`config.mk`:
```
export PLATFORM = sky130hd
export DESIGN_NAME = acc_mem_arbiter
export DESIGN_NICKNAME = d
export VERILOG_FILES = /design/src/rtl/acc_mem_arbiter.sv
export SDC_FILE = /design/constraint.sdc
export NUM_CORES = 1
export LEC_CHECK = 0
export BUFFER_PORTS_ARGS = -buffer_cell sky130_fd_sc_hd__buf_2
export CAP_MARGIN = 25
export CELL_PAD_IN_SITES_DETAIL_PLACEMENT = 0
export CELL_PAD_IN_SITES_GLOBAL_PLACEMENT = 2
export CORE_AREA = 2 2 473 475
export DETAILED_ROUTE_END_ITERATION = 6
export DIE_AREA = 0 0 475 477
export PLACE_DENSITY = 0.44
export SYNTH_ARGS = -nofsm -noshare
export SYNTH_HDL_FRONTEND = slang
export SYNTH_SLANG_ARGS = --single-unit
```
`constraint.sdc`:
```
create_clock -name clk -period 1.7 [get_ports clk]
set_clock_uncertainty 0.05 [all_clocks]
set_input_delay 0 -clock clk [delete_from_list [all_inputs] [get_ports clk]]
set_output_delay 0 -clock clk [all_outputs]
set_load 0.1 [all_outputs]
```
`src/rtl/acc_mem_arbiter.sv`:
```
// Round-robin arbiter that serialises level-held accelerator read/write requests
// onto a single data-memory port and returns a one-cycle completion pulse to the owner.
module acc_mem_arbiter #(
   parameter int NUM_ACC      = 2,
   parameter int ADDR_SIZE    = 16,
   parameter int RD_DATA_SIZE = 512,
   parameter int WR_DATA_SIZE = 32,
   parameter int RD_LATENCY   = 1
) (
   input  logic                              clk,
   input  logic                              rst_n,
   input  logic [NUM_ACC-1:0]                acc_rd_en,
   input  logic [NUM_ACC*ADDR_SIZE-1:0]      acc_rd_addr,
   input  logic [NUM_ACC-1:0]                acc_wr_en,
   input  logic [NUM_ACC*ADDR_SIZE-1:0]      acc_wr_addr,
   input  logic [NUM_ACC*WR_DATA_SIZE-1:0]   acc_wr_data,
   output logic [RD_DATA_SIZE-1:0]           acc_rd_data,
   output logic [NUM_ACC-1:0]                acc_rd_data_valid,
   output logic [NUM_ACC-1:0]                acc_wr_done,
   output logic                              mem_rd_en,
   output logic                              mem_wr_en,
   output logic [ADDR_SIZE-1:0]              mem_addr,
   output logic [WR_DATA_SIZE-1:0]           mem_wr_data,
   input  logic [RD_DATA_SIZE-1:0]           mem_rd_data,
   output logic                              busy
);

   localparam int PW = (NUM_ACC > 1) ? $clog2(NUM_ACC) : 1;
   localparam int CW = $clog2(RD_LATENCY + 1);
   localparam logic [CW-1:0] CNT_LAST = CW'(RD_LATENCY - 1);
   localparam logic [PW-1:0] PTR_LAST = PW'(NUM_ACC - 1);

   typedef enum logic [2:0] {
      S_IDLE,
      S_WR,
      S_WR_DONE,
      S_RD,
      S_RD_WAIT,
      S_RD_RESP
   } state_t;

   state_t                    r_state;
   logic [PW-1:0]             r_rr_ptr;
   logic [PW-1:0]             r_gnt;
   logic                      r_op;
   logic [ADDR_SIZE-1:0]      r_addr;
   logic [WR_DATA_SIZE-1:0]   r_wdata;
   logic [CW-1:0]             r_cnt;
   logic [RD_DATA_SIZE-1:0]   r_rd_data;
   logic [NUM_ACC-1:0]        r_rd_valid;
   logic [NUM_ACC-1:0]        r_wr_done;
   logic                      r_mem_rd_en;
   logic                      r_mem_wr_en;
   logic                      r_busy;

   logic [NUM_ACC-1:0]        w_req;
   logic                      w_any;
   logic [PW-1:0]             w_win;
   logic                      w_win_wr;
   logic [ADDR_SIZE-1:0]      w_win_addr;
   logic [WR_DATA_SIZE-1:0]   w_win_data;
   logic [PW-1:0]             w_next;
   logic [NUM_ACC-1:0]        w_gnt_oh;
   int                        w_idx;

   assign w_req    = acc_wr_en | acc_rd_en;
   assign w_next   = (w_win == PTR_LAST) ? '0 : w_win + 1'b1;
   assign w_gnt_oh = NUM_ACC'(1) << r_gnt;

   // Scan from rr_ptr upward with wrap; the first requester found wins, and a
   // pending write beats a pending read from the same requester.
   always_comb begin
      // NOTE: every combinational output gets a default before the loop so no latch is inferred.
      w_any      = 1'b0;
      w_win      = '0;
      w_win_wr   = 1'b0;
      w_win_addr = '0;
      w_win_data = '0;
      w_idx      = 0;
      for (int k = 0; k < NUM_ACC; k++) begin
         w_idx = int'(r_rr_ptr) + k;
         if (w_idx >= NUM_ACC) w_idx = w_idx - NUM_ACC;
         if (!w_any && w_req[w_idx]) begin
            w_any      = 1'b1;
            w_win      = PW'(w_idx);
            w_win_wr   = acc_wr_en[w_idx];
            w_win_addr = acc_wr_en[w_idx] ? acc_wr_addr[w_idx*ADDR_SIZE +: ADDR_SIZE]
                                          : acc_rd_addr[w_idx*ADDR_SIZE +: ADDR_SIZE];
            w_win_data = acc_wr_data[w_idx*WR_DATA_SIZE +: WR_DATA_SIZE];
         end
      end
   end

   always_ff @(posedge clk) begin
      // NOTE: sequential state uses non-blocking assignments so every register samples pre-edge values.
      if (!rst_n) begin
         r_state     <= S_IDLE;
         r_rr_ptr    <= '0;
         r_gnt       <= '0;
         r_op        <= 1'b0;
         r_addr      <= '0;
         r_wdata     <= '0;
         r_cnt       <= '0;
         r_rd_data   <= '0;
         r_rd_valid  <= '0;
         r_wr_done   <= '0;
         r_mem_rd_en <= 1'b0;
         r_mem_wr_en <= 1'b0;
         r_busy      <= 1'b0;
      end else begin
         case (r_state)
            S_IDLE: begin
               if (w_any) begin
                  r_gnt    <= w_win;
                  r_rr_ptr <= w_next;
                  r_op     <= w_win_wr;
                  r_addr   <= w_win_addr;
                  r_wdata  <= w_win_data;
                  r_busy   <= 1'b1;
                  if (w_win_wr) begin
                     r_mem_wr_en <= 1'b1;
                     r_state     <= S_WR;
                  end else begin
                     r_mem_rd_en <= 1'b1;
                     r_state     <= S_RD;
                  end
               end
            end
            S_WR: begin
               r_mem_wr_en <= 1'b0;
               r_wr_done   <= w_gnt_oh;
               r_state     <= S_WR_DONE;
            end
            S_WR_DONE: begin
               r_wr_done <= '0;
               r_busy    <= 1'b0;
               r_state   <= S_IDLE;
            end
            S_RD: begin
               r_mem_rd_en <= 1'b0;
               r_cnt       <= '0;
               r_state     <= S_RD_WAIT;
            end
            S_RD_WAIT: begin
               r_cnt <= r_cnt + 1'b1;
               // Memory data is valid in the RD_LATENCY-th cycle after the strobe.
               if (r_cnt == CNT_LAST) begin
                  r_rd_data  <= mem_rd_data;
                  r_rd_valid <= w_gnt_oh;
                  r_state    <= S_RD_RESP;
               end
            end
            S_RD_RESP: begin
               r_rd_valid <= '0;
               r_busy     <= 1'b0;
               r_state    <= S_IDLE;
            end
            default: r_state <= S_IDLE;
         endcase
      end
   end

   // Address and write data are forced to zero whenever no strobe is active.
   assign mem_rd_en         = r_mem_rd_en;
   assign mem_wr_en         = r_mem_wr_en;
   assign mem_addr          = (r_mem_wr_en | r_mem_rd_en) ? r_addr : '0;
   assign mem_wr_data       = (r_mem_wr_en & r_op) ? r_wdata : '0;
   assign acc_rd_data       = r_rd_data;
   assign acc_rd_data_valid = r_rd_valid;
   assign acc_wr_done       = r_wr_done;
   assign busy              = r_busy;

endmodule

```
=== Word level (Yosys, flattened, before mapping) ===
Index checks and enable logic that the tools add are counted.

* Register bits: 574
* Logic and storage cells: 104
* Output and inout bits: 567

* $lt $le $gt $ge: 4
* Shifts and indexed selects: 7
* Bitwise gates (word level): 4
* Reduce and logical (&&, ||, !) cells: 17
* Equality and inequality tests: 9
* $add $sub $neg: 5
* Muxes and demuxes: 45

{| class="wikitable"
|+ Operators with widths
! kind !! count
|-
| 32-bit two-way mux || 5
|-
| 32-bit by 32-bit variable part select with 16-bit output || 4
|-
| 64-bit by 32-bit variable part select with 32-bit output || 2
|-
| 16-bit two-way mux || 5
|-
| 32-bit by 3-bit less-than comparator with 1-bit output (second input constant) || 2
|-
| 1-bit two-way mux || 24
|-
| 3-bit one-hot mux with 4 select lines || 1
|-
| 2-bit nonzero test || 6
|-
| 2-bit AND reduction || 5
|-
| 2-bit inequality test (second input constant) || 4
|-
| 1-bit one-hot mux with 2 select lines || 4
|-
| 2-bit one-hot mux with 2 select lines || 2
|-
| 3-bit by 2-bit equality test with 1-bit output (second input constant) || 2
|-
| 3-bit equality test (second input constant) || 2
|-
| 3-bit two-way mux || 2
|-
| 3-bit AND reduction || 2
|-
| 2-bit two-way mux || 2
|-
| 3-bit by 1-bit equality test with 1-bit output (second input constant) || 1
|-
| 3-bit zero test || 1
|-
| 1-bit by 2-bit subtractor with 3-bit output (second input constant) || 1
|-
| 2-bit by 2-bit subtractor with 3-bit output (second input constant) || 1
|-
| 1-bit adder (second input constant) || 2
|-
| 1-bit by 1-bit adder with 2-bit output (second input constant) || 1
|-
| 1-bit by 2-bit >= comparator with 1-bit output (second input constant) || 1
|-
| other kinds (9) || 9
|}

=== Longest topological paths before layout ===
* Depth in word-level cells: 12
* Mapped depth: 7

=== Least setup slack after synthesis ===
No wires, ideal clock.

* Path type: reg2out
* Start: register r_mem_wr_en, in the netlist mem_wr_en
* End: output mem_addr[10]
* Setup slack: -1.250 ns
* Cell stages (with the launch flop): 4
* Data required time: 1.650 ns
* Arrival time: 2.900 ns
* Cells stage by stage: dfxtp_1 -> nor2_1 -> clkbuf_1 -> nor2b_1

* Word-level cells in the longest chain between the ends: 2

{| class="wikitable"
|+ Ends and longest elaborated chain
! what !! RTL line !! source
|-
| start, declared || 53 || <nowiki>logic r_mem_wr_en;</nowiki>
|-
| start signal, assigned || 108 || <nowiki>r_mem_wr_en <= 1'b0;</nowiki>
|-
| start signal, assigned || 121 || <nowiki>r_mem_wr_en <= 1'b1;</nowiki>
|-
| start signal, assigned || 130 || <nowiki>r_mem_wr_en <= 1'b0;</nowiki>
|-
| 1-bit OR || 166 || <nowiki>assign mem_addr = (r_mem_wr_en | r_mem_rd_en) ? r_addr : '0;</nowiki>
|-
| 16-bit two-way mux || 166 ||
|-
| end, declared || 22 || <nowiki>output logic [ADDR_SIZE-1:0] mem_addr,</nowiki>
|}

No other way between the ends.

=== Final worst setup path ===
* Start: register r_state[0]
* End: register r_rd_data[358], in the netlist acc_rd_data[358]

* Word-level cells in the longest chain between the ends: 2

{| class="wikitable"
|+ Ends and longest elaborated chain
! what !! RTL line !! source
|-
| start, declared || 42 || <nowiki>state_t r_state;</nowiki>
|-
| start signal, assigned || 97 || <nowiki>r_state <= S_IDLE;</nowiki>
|-
| start signal, assigned || 122 || <nowiki>r_state <= S_WR;</nowiki>
|-
| start signal, assigned || 125 || <nowiki>r_state <= S_RD;</nowiki>
|-
| 3-bit equality test || 111 || <nowiki>case (r_state)</nowiki>
|-
| 2-bit AND reduction (no line) || - ||
|-
| end signal, assigned || 148 || <nowiki>r_rd_data <= mem_rd_data;</nowiki>
|-
| end, declared || 49 || <nowiki>logic [RD_DATA_SIZE-1:0] r_rd_data;</nowiki>
|}

No other way between the ends.
A chain may end at the register's enable or synchronous reset.

==> results by group <==
Layout
  • Commonest non-fill, non-tap cell in the layout: sky130_fd_sc_hd__buf_2
  • Net count reported at finish: approximately 5.5k
  • Final instance area: 48,300 um2
  • Area of the multi-input gates: around 10,000 um2
  • Proportion of layout cells with a drive suffix above 1: a little over a third
  • Fill count: 24.8k
  • Combined flip-flop and latch cell area: about 12,000 um2
  • Area grow syn2layout: 115%
  • Number of standard cells in the layout, taps in and fillers out: 7,953
  • Highest-count cells in the layout ignoring fill and taps: 1,146 x sky130_fd_sc_hd__buf_2, 989 x sky130_fd_sc_hd__dlygate4sd3_1, 972 x sky130_fd_sc_hd__nand2_1, 567 x sky130_fd_sc_hd__dfxtp_1, 449 x sky130_fd_sc_hd__a21boi_1

Routing
  • Via total after detailed routing: 26.9k
  • Violation count after the first detailed-routing iteration: 935
  • First-pass DRT Iterations: 5
  • Residual DRC: 0
  • Post-DR wirelength/cell: 19.2 um
  • Aggregate routed wire length: 152 mm
  • Number of vias per cell after detailed routing: 3.38
  • Antenna-violating nets left: 0

Floorplan
  • Area of the die: 227,000 um2
  • Number of rows created at floorplan: 173
  • Core region area: 221,000 um2
  • Number of primary I/O pins: about 1.2k
  • Die Span Y: 477 um
  • Starting density of the core: 10.1%
  • X dimension of the die: 475 um

Clocking
  • Clock latency on the worst-skew pair: around 700 ps
  • CTS clk-pin slew, worst paths: 70 ps
  • TritonCTS clock tree: yes
  • Level count of the clock H-tree: 3
  • Clock Path Buffers: 3
  • Clock tree root buffer cell: sky130_fd_sc_hd__clkbuf_16
  • CTS Sinks: 574
  • Inserted Clock Buffers: 84

STA
  • Final critical-path required period: 1900 ps
  • Relative slew slack: about 56%
  • Max-slew violation count: 0
  • Max frequency: 527 MHz
  • Endpoints failing setup: 575
  • RSZ-0062 raised after global routing: true
  • Fin crit share: 112%
  • Hold slack: 89.6 ps
  • Final Hold Viols: 0
  • Final setup slack of the worst path: -198 ps
  • Transition time of the tightest slew-check pin: 660 ps

Status
  • Violations in the final reports: negative setup slack
  • Outcome: finished, violations left

Place
  • Half-perimeter wire length after detailed placement: 113 mm
  • Quantity of I/O buffers inserted on ports: 1,212
  • Placer congestion estimate: 0.854
  • Total placed instance area: 33,300 um2
  • Cell total after placement: 6,736

Logic synthesis
  • Area of the mapped netlist: 22,500 um2
  • Mean area per synthesized cell: 8.63 um2
  • Count of distinct cell types in the synthesized netlist: 37
  • Yosys top cell area share: 51.1%
  • Cell type with the highest aggregate area in the netlist: sky130_fd_sc_hd__dfxtp_1
  • Synthesis Warnings: 0
  • Leading cell types by total area after synthesis: sky130_fd_sc_hd__dfxtp_1 51%, sky130_fd_sc_hd__nand2_1 18%, sky130_fd_sc_hd__a21boi_1 16%
  • Share of the yosys chip area belonging to registers: 51.1%
  • Post-synthesis register bit count: 574
  • Mapped Cells: 2,603
  • Post-synthesis net count: 3,249

Global route
  • Overflow left after global routing: 0
  • Vias in the first global route: 27.4k
  • Wire length of the first global-routing pass: 204 mm
  • Overall Global Routing Usage: between 10% and 20%
  • Initial antenna violation count: 44
  • Largest net degree at the start of global routing: 82

Worst setup path
  • CP Launch Type: flip-flop
  • CP arrival: 2430 ps
  • Crit path kind: reg2reg
  • Required time reported for the critical path endpoint: 2240 ps
  • Critical Path Fanout Max: 5
  • Capturing element type of the critical path: flip-flop

Pwr
  • Worst IR Drop VDD: 567 uV
  • Standby leakage power: ~20 nW
  • Cell area power density: 867 nW/um2

Worst hold path
  • Class of the tightest hold or removal check: in2reg

Job
  • Max-capacitance violation count: 0
==> cells in the mapped netlist <==
| cell type | number |
|---|---|
| sky130_fd_sc_hd__a211oi_1 | 1 |
| sky130_fd_sc_hd__a21boi_0 | 44 |
| sky130_fd_sc_hd__a21boi_1 | 471 |
| sky130_fd_sc_hd__a21oi_1 | 37 |
| sky130_fd_sc_hd__a21oi_2 | 1 |
| sky130_fd_sc_hd__a22o_1 | 1 |
| sky130_fd_sc_hd__a22oi_1 | 1 |
| sky130_fd_sc_hd__a31oi_1 | 1 |
| sky130_fd_sc_hd__and2_1 | 2 |
| sky130_fd_sc_hd__and3_1 | 33 |
| sky130_fd_sc_hd__and3b_1 | 1 |
| sky130_fd_sc_hd__buf_2 | 76 |
| sky130_fd_sc_hd__buf_4 | 4 |
| sky130_fd_sc_hd__buf_6 | 54 |
| sky130_fd_sc_hd__clkbuf_1 | 74 |
| sky130_fd_sc_hd__dfxtp_1 | 574 |
| sky130_fd_sc_hd__inv_1 | 2 |
| sky130_fd_sc_hd__mux2_2 | 16 |
| sky130_fd_sc_hd__mux2i_1 | 66 |
| sky130_fd_sc_hd__nand2_1 | 1048 |
| sky130_fd_sc_hd__nand2b_1 | 2 |
| sky130_fd_sc_hd__nor2_1 | 7 |
| sky130_fd_sc_hd__nor2b_1 | 19 |
| sky130_fd_sc_hd__nor3_1 | 1 |
| sky130_fd_sc_hd__nor3b_1 | 2 |
| sky130_fd_sc_hd__nor4_2 | 1 |
| sky130_fd_sc_hd__nor4_4 | 1 |
| sky130_fd_sc_hd__nor4b_2 | 1 |
| sky130_fd_sc_hd__o211a_1 | 1 |
| sky130_fd_sc_hd__o21a_1 | 1 |
| sky130_fd_sc_hd__o21ai_0 | 32 |
| sky130_fd_sc_hd__o21ai_1 | 7 |
| sky130_fd_sc_hd__o21ba_2 | 1 |
| sky130_fd_sc_hd__o221a_2 | 1 |
| sky130_fd_sc_hd__o22ai_1 | 16 |
| sky130_fd_sc_hd__o31ai_1 | 1 |
| sky130_fd_sc_hd__or4b_1 | 2 |
==> layout make-up <==
class	count	share of cell area (%)
Antenna cell	25	0.129
Clock buffer	131	5.29
Clock inverter	23	0.639
Inverter	2	0.0155
Multi-Input combinational cell	1819	21.7
Sequential cell	574	23.8
Tap cell	2975	7.70
Timing Repair Buffer	2404	40.7
==> metal layers <==
layer	GRT usage [%]	up-vias	part of all wire (%)
met5	0	-	0.080
met4	3.53	20	2.4
met3	4.41	194	8.5
met2	21.1	965	47
met1	14.8	12500	42
li1	-	13200	-
==> stage by stage <==
| stage | TNS (ps) | total power, mW | util (%) | worst slack, ps |
|---|---|---|---|---|
| final | -55400 | 41.9 | 21.8 | -198 |
| after global routing | -85100 | 43.8 | 21.8 | -216 |
| after CTS | -76490 | 42.7 | 21.3 | -209 |
| after detailed placement | -25170 | 21.2 | 15.0 | -181 |
| after global placement | -16900 | 21.2 | 15.0 | -155 |
| after floorplan | 0 | 18.6 | - | 48.5 |
==> registers in the layout, summed over array words and instances, names as in the netlist, 2 cells and up <==
name / flops
r_addr: 16
acc_rd_data_valid: 2
r_state: 3
r_wdata: 32
acc_rd_data: 512
acc_wr_done: 2
==> final timing paths <==
kind / startpoint / cells after the start / slack (ps) / endpoint
max: r_state[0] / 6 / -200 / acc_rd_data[358]
min reg2reg: acc_rd_data[168] / 2 / 400 / acc_rd_data[168]
min: mem_rd_data[79] / 4 / 90 / acc_rd_data[79]
max reg2reg: r_state[0] / 6 / -200 / acc_rd_data[358]
==> critical path, cell delays in order (launching register included) <==
cell and delay [ps]:
sky130_fd_sc_hd__dfxtp_4 360, sky130_fd_sc_hd__or4b_4 650, sky130_fd_sc_hd__buf_12 190, sky130_fd_sc_hd__clkbuf_16 190
sky130_fd_sc_hd__clkbuf_16 190, sky130_fd_sc_hd__nand2_2 70, sky130_fd_sc_hd__a21boi_1 60
==> kinds of logic after synthesis <==
family / after synthesis / share of synthesized area [%]
and+or+nand+nor: 1120 / 19.6
AOI/OAI and AO/OA: 617 / 19.7
DFF: 574 / 51.1
buffers and inverters: 210 / 5.80
muxes: 82 / 3.74
==> what timing repair did <==
action                                  CTS  global route
hold buffers                            989             0
resized for setup                       161           181
endpoints found under the setup margin  589           632
hold endpoints to repair                574             0
setup buffers                            16             2
gates cloned                              9            22
pin swaps                                23           109
==> where the power goes <==
group / total [mW] / internal, mW / switching [mW]
logic: 9.22 / 4.02 / 5.20
registers: 14.3 / 14.0 / 0.310
clock network: 18.4 / 11.0 / 7.46
total: 41.9 / 29.0 / 13.0
No activity file was read; power rests on OpenSTA's default activity.
